**src/rtl/pci_mem_target.sv**
```systemverilog
// pci_mem_target: zero-wait-state PCI memory target exposing four 32-bit registers
module pci_mem_target #(
    parameter logic [27:0] BAR       = 28'h0000001,
    parameter int          MEM_WORDS = 4
) (
    input  logic        CLK,
    input  logic        RST_n,
    input  logic        FRAME_n,
    input  logic        IRDY_n,
    input  logic [31:0] AD_IN,
    input  logic [3:0]  C_BE_n,
    output logic [31:0] AD_OUT,
    output logic        AD_OE,
    output logic        TRDY_n,
    output logic        DEVSEL_n,
    output logic        CTL_OE
);
    typedef enum logic [2:0] {IDLE, BUSY, WRITE, READ_TA, READ, TURN} state_t;
    state_t      state_q;
    logic [31:0] mem_q [MEM_WORDS];
    logic [1:0]  idx_q;
    logic [1:0]  idx_d;
    logic        prev_idle_q;
    logic [31:0] ad_out_q;
    logic        ad_oe_q;
    logic        trdy_n_q;
    logic        devsel_n_q;
    logic        ctl_oe_q;
    logic [31:0] wr_word_d;
    logic        addr_phase;
    logic        hit;
    logic        done;
    assign addr_phase = !FRAME_n && prev_idle_q;
    assign hit        = (AD_IN[31:4] == BAR) && (C_BE_n[3:1] == 3'b011);
    assign done       = !IRDY_n && !trdy_n_q;
    assign idx_d      = idx_q + 2'd1;
    assign AD_OUT     = ad_out_q;
    assign AD_OE      = ad_oe_q;
    assign TRDY_n     = trdy_n_q;
    assign DEVSEL_n   = devsel_n_q;
    assign CTL_OE     = ctl_oe_q;
    // merge enabled byte lanes of the bus word into the addressed register
    always_comb begin
        wr_word_d = mem_q[idx_q];
        for (int k = 0; k < 4; k++)
            wr_word_d[8*k +: 8] = C_BE_n[k] ? mem_q[idx_q][8*k +: 8] : AD_IN[8*k +: 8];
    end
    // transaction FSM with registered bus outputs; reset releases all drivers at once
    always_ff @(posedge CLK or negedge RST_n) begin
        if (!RST_n) begin
            state_q     <= IDLE;
            idx_q       <= '0;
            prev_idle_q <= 1'b0;
            ad_out_q    <= '0;
            ad_oe_q     <= 1'b0;
            trdy_n_q    <= 1'b1;
            devsel_n_q  <= 1'b1;
            ctl_oe_q    <= 1'b0;
            for (int i = 0; i < MEM_WORDS; i++) mem_q[i] <= '0;
        end else begin
            prev_idle_q <= FRAME_n && IRDY_n;
            case (state_q)
                IDLE: if (addr_phase) begin
                    if (hit) begin
                        idx_q      <= AD_IN[3:2];
                        ctl_oe_q   <= 1'b1;
                        devsel_n_q <= 1'b0;
                        trdy_n_q   <= !C_BE_n[0];
                        state_q    <= C_BE_n[0] ? WRITE : READ_TA;
                    end else begin
                        state_q <= BUSY;
                    end
                end
                BUSY: if (FRAME_n && IRDY_n) state_q <= IDLE;
                WRITE: if (done) begin
                    mem_q[idx_q] <= wr_word_d;
                    idx_q        <= idx_d;
                    if (FRAME_n) begin
                        state_q    <= TURN;
                        trdy_n_q   <= 1'b1;
                        devsel_n_q <= 1'b1;
                    end
                end
                READ_TA: begin
                    state_q  <= READ;
                    ad_oe_q  <= 1'b1;
                    trdy_n_q <= 1'b0;
                    ad_out_q <= mem_q[idx_q];
                end
                READ: if (done) begin
                    idx_q    <= idx_d;
                    ad_out_q <= FRAME_n ? 32'h0 : mem_q[idx_d];
                    if (FRAME_n) begin
                        state_q    <= TURN;
                        ad_oe_q    <= 1'b0;
                        trdy_n_q   <= 1'b1;
                        devsel_n_q <= 1'b1;
                    end
                end
                TURN: begin
                    state_q  <= IDLE;
                    ctl_oe_q <= 1'b0;
                end
                default: state_q <= IDLE;
            endcase
        end
    end
endmodule

```
**config.mk**
```make
export PLATFORM = sky130hd
export DESIGN_NAME = pci_mem_target
export DESIGN_NICKNAME = d
export VERILOG_FILES = /design/src/rtl/pci_mem_target.sv
export SDC_FILE = /design/constraint.sdc
export NUM_CORES = 1
export LEC_CHECK = 0
export ABC_AREA = 0
export CAP_MARGIN = 20
export CORE_MARGIN = 8
export CORE_UTILIZATION = 50
export CTS_BUF_LIST = sky130_fd_sc_hd__clkbuf_8
export DETAILED_ROUTE_END_ITERATION = 8
export MAX_ROUTING_LAYER = met4
export PLACE_DENSITY = 0.76
export SLEW_MARGIN = 20
export SYNTH_ARGS = -nofsm -noshare
export SYNTH_HDL_FRONTEND = slang
export SYNTH_SLANG_ARGS = --single-unit
```
**constraint.sdc**
```tcl
create_clock -name CLK -period 7.13 [get_ports CLK]
set_clock_uncertainty 0.2 [all_clocks]
set_input_delay 0.713 -clock CLK [delete_from_list [all_inputs] [get_ports CLK]]
set_output_delay 0.713 -clock CLK [all_outputs]
set_load 0.05 [all_outputs]
```
# After elaboration in Yosys (flattened, before gate mapping)
# Index checks and enable logic that the tools add are counted.
[word_totals]
register_bits = 170
output_inout_bits = 36
in_bits = 40
wordCells = 96
[op_classes]
addsub = 1
n_mux = 41
n_bitwise = 2
n_reduce_logical = 23
n_eq_ne = 14
order_cmp = 3
[ops]
columns = ["operator", "n"]
rows = [
  ["32-bit 2-to-1 mux", 7],
  ["32-bit binary-select mux with 2-bit select", 2],
  ["128-bit bitwise mux", 1],
  ["32-bit demux with 2-bit select", 1],
  ["32-bit one-hot mux with 2 select lines", 1],
  ["8-bit 2-to-1 mux", 4],
  ["28-bit by 1-bit equality test with 1-bit output (second input constant)", 1],
  ["3-bit 2-to-1 mux", 4],
  ["3-bit one-hot mux with 4 select lines", 1],
  ["1-bit 2-to-1 mux", 11],
  ["2-bit != test (second input constant)", 5],
  ["5-bit AND reduction", 2],
  ["3-bit by 2-bit equality test with 1-bit output (second input constant)", 3],
  ["2-bit 2-to-1 mux", 4],
  ["4-bit AND reduction", 2],
  ["3-bit equality test (second input constant)", 2],
  ["3-bit greater-or-equal comparator (second input constant)", 2],
  ["2-bit inverter with 3-bit output", 2],
  ["1-bit one-hot mux with 2 select lines", 3],
  ["3-bit AND reduction", 2],
  ["2-bit nonzero test", 3],
  ["1-bit logical AND", 5],
  ["1-bit logical NOT", 4],
  ["2-bit by 1-bit != test with 1-bit output (second input constant)", 2],
  ["9 further kinds", 10],
]

# Depth between registers and ports, before layout
[depth]
depth_word = 8
mapped_depth = 10

# Worst setup path after synthesis
# OpenSTA, ideal clock, no wires.
[synth_path]
path_type = "register to register"
start = "register idx_q[0]"
end = "register ad_out_q[10] (netlist: AD_OUT[10])"
arrival_time_ps = 2554
path_slack_ps = 4250
path_buffers = 5
period_less_slack_ps = 2880
setup_ps = 126
t_required_ps = 6804
path_stages_with_launch = 11
cell_sequence = "dfrtp_1 buf_6 buf_4 buf_2 inv_1 ha_1 buf_2 buf_2 mux4_2 a22oi_1 a21oi_1"
[synth_between]
elab_chain_len = 8
elab_cells_between_ends = 12
classes_between = "add/sub: 1; mux: 9; bitwise: 2"
[synth_rtl]
columns = ["item", "line", "rtl"]
rows = [
  ["start: declaration", "21", "logic [1:0] idx_q;"],
  ["start signal: assignment", "65", "idx_q <= AD_IN[3:2];"],
  ["start signal: assignment", "77", "idx_q <= idx_d;"],
  ["start signal: assignment", "91", "idx_q <= idx_d;"],
  ["2-bit by 1-bit adder with 2-bit output", "36", "assign idx_d = idx_q + 2'd1;"],
  ["2-bit inverter with 3-bit output (implied by the code)", "92", "ad_out_q <= FRAME_n ? 32'h0 : mem_q[idx_d];"],
  ["32-bit binary-select mux with 2-bit select", "92", ""],
  ["32-bit 2-to-1 mux (implied by the code) (2 in a row)", "92", ""],
  ["32-bit 2-to-1 mux", "92", ""],
  ["32-bit 2-to-1 mux", "90", "READ: if (done) begin"],
  ["32-bit one-hot mux with 2 select lines (*)", "62", "case (state_q)"],
  ["end signal: assignment", "88", "ad_out_q <= mem_q[idx_q];"],
  ["end signal: assignment", "92", ""],
  ["end: declaration", "24", "logic [31:0] ad_out_q;"],
]
# Mark *: on every way between the ends. The rest lies on a longest branch, timed or not. The select of a mux whose other input is x is not followed.
# A chain may end at the register's enable or synchronous reset.

# Worst setup path after layout
[layout_path]
start = "register idx_q[1]"
end = "register ad_out_q[19] (netlist: AD_OUT[19])"
# The elaborated chain is that of the path after synthesis.

==> run metrics <==
total CTS buffers 17; syn avg cell area 11.3 µm²; via count 6,160; worst-margin pin slew 1050 ps; global route total overflow 0; Mapped Area 0.00850 mm²; Max VDD drop 0.128 mV; IO Count 76; Final Hold Vio Count 0; leading area contributor after synthesis dfrtp_1; P&R area growth vs syn 14.2%; Inserted Diodes 0; power share of the clock group 34.3%; DRC viols 0; arrival time worst endpoint 3320 ps; Final Cycle Share 44.9%; count of different cell masters after synthesis 42; post_cts resized 0; status completed; Pleak 0.00408 µW; critical path launch point idx_q[1]; fmax 0.313 GHz; Final Power 1970 µW; Final nets 838; Worst setup EP type flop; I/O Buffers 75; Pins Over Slew Limit 0; Post-synth top flop dfrtp_1; ratio of cells with drive above 1 in the final layout 15.0%; Synth Warn # 0; Sequential Power Share 51.4%; routed wire length 19.9 mm; clock-pin slew on the worst setup and hold paths 90 ps; critical-path maximum fanout 35; Logic pwr share 14.3%; Post-synth EDFFs 0; CP Class reg2reg; vias per cell 6.00; Final ANT Viol Nets 0; pwr dens 203 mW/mm²; Gate Count Post-Synth 751; Yosys top cell area share 49.4%; sequential-to-total area share from yosys stat 50.1%; Iter 0 DRT Violations 450; Final setup viols 0; full die area 0.0214 mm²; RSZ-0062 raised after global routing no; global-route wire length before repair 33.2 mm; Initial Util 51.3%; Sw Ratio 28.0%; global placement routability congestion 0.777; Post-CTS Hold Fix Bufs 0; Post-synth ARST share 100%; CTS tree built; relative slew slack 29.9%; clk_lat worst skew 470 ps; number of global-route vias before repair 6,295; wire per inst 19.4 µm; initial antenna violation count 0; Root Buffer clkbuf_8; H-tree depth 4; main area contributors after synthesis dfrtp_1 (49%), mux4_2 (17%), o21ai_0 (7.8%); total track usage 20.0%; switching power 552 µW; Required @ worst endpoint 7250 ps; Core ar. 0.0166 mm²; r2r startpoint idx_q[1]; die height 146 µm; Post-CTS Setup Bufs 0; die width 146 µm; Max-Cap Viols 0; drt pass-1 iters 4; clock tree buffer depth 2; Pint 1420 µW; setup TNS 0 ps; fin crit period 3200 ps; row count 47; Post-Synthesis Net Count 795; CTS Sinks 170; startpoint class of the critical path flop; largest net degree at the start of global routing 93; dpl hpwl 12.4 mm; worst hold path type in2async; #FFs+latches synth 170
sequential cells by signal, indices dropped and copies added (netlist names):
| signal | count |
|---|---|
| idx_q | 2 |
| mem_q | 128 |
| AD_OUT | 32 |
| TRDY_n | 1 |
| state_q | 3 |
| DEVSEL_n | 1 |
| CTL_OE | 1 |
| prev_idle_q | 1 |
| AD_OE | 1 |
metal layers:
metal / share of wire (%) / wire, µm / vias to the layer above / global-route usage [%]
met5: 0 / 0 / - / -
met4: 2.0 / 395 / 0 / 6.96
met3: 5.4 / 1070 / 29 / 3.80
met2: 50 / 9850 / 178 / 31.5
met1: 43 / 8550 / 3123 / 25.6
li1: - / - / 2830 / -
synthesized netlist by cell type, types with 2 or more instances:
master    instances
nand2b_1          4
and2_1            2
a21oi_1          37
dfrtp_1         168
ha_1              4
dfstp_2           2
o21ai_1           4
a22oi_1          33
mux4_2           64
nor2_1           37
clkbuf_1         16
nand2_2           4
buf_2            31
nand4_1           2
inv_2             2
nand2_1         136
mux2i_1          34
buf_6             3
buf_4             6
inv_1             3
nor4_1            7
o21ai_0         132
worst max-delay path, stage by stage, from the launching register on:
cell	delay [ps]
dfrtp_1	330
buf_4	490
inv_1	180
ha_2	360
buf_4	550
mux4_2	590
a22oi_1	230
a21oi_1	110
power groups by stage:
stage	logic, µW	clock network [µW]	registers (µW)
floorplan	84.0	0	1120
global placement	283	0	1030
detailed placement	285	0	1030
CTS	285	692	1010
global route	300	727	1020
finish	281	676	1010
placed cells by master (no fill, tap or decap), drive strengths merged, types with 2 or more instances in the layout:
master / synthesis / layout
nor3b: 2 / 2
clkinv: 0 / 6
mux2i: 34 / 34
nor4: 8 / 8
clkdlybuf4s50: 0 / 74
nor4b: 2 / 2
inv: 5 / 8
clkbuf: 16 / 19
dfrtp: 168 / 168
o32ai: 2 / 2
nand2: 140 / 140
clkinvlp: 0 / 2
bufinv: 0 / 2
a21oi: 37 / 37
buf: 41 / 7
o21ai: 136 / 136
dfstp: 2 / 2
ha: 4 / 4
nor2: 37 / 37
a22oi: 33 / 33
and2: 2 / 2
nand4: 2 / 2
nand2b: 5 / 5
mux4: 64 / 64
kinds of logic after synthesis:
logic type | count (synthesis) | synth area share, %
flops | 170 | 50.1
fa+ha+maj | 4 | 0.589
mux | 99 | 21.1
compound gates | 213 | 14.1
buf+inv | 62 | 3.72
simple gates | 203 | 10.4
path summary, 6_finish.rpt:
kind / endpoint / slack, ps / cells after the start
worst max-delay path: AD_OUT[19] / 3930 / 7
worst min-delay path: state_q[2] / 130 / 1
worst max register to register: AD_OUT[19] / 3930 / 7
worst min register to register: CTL_OE / 300 / 2
max in group asynchronous: AD_OUT[18] / 5080 / 2
min in group CLK: CTL_OE / 300 / 2
layout make-up:
| class | instances | area (µm²) |
|---|---|---|
| timing repair buffer | 81 | 810 |
| fill | 1399 | 6880 |
| clock inverter | 13 | 128 |
| clock buffer | 19 | 262 |
| tap | 220 | 275 |
| sequential | 170 | 4260 |
| inverter | 5 | 18.8 |
| multi-input combinational | 519 | 3950 |
stage by stage:
stage	worst slack, ps	instance area (µm²)	hold slack [ps]	std cells	utilization, %
2_1_floorplan	4250	8500	217	751	-
3_3_place_gp	3860	9280	276	994	56.0
3_5_place_dp	3790	9300	288	995	56.1
4_1_cts	3900	9690	150	1027	58.4
5_1_grt	3760	9710	202	1027	58.5
6_report	3930	9710	132	1027	58.5
No activity file was read; power rests on OpenSTA's default activity.
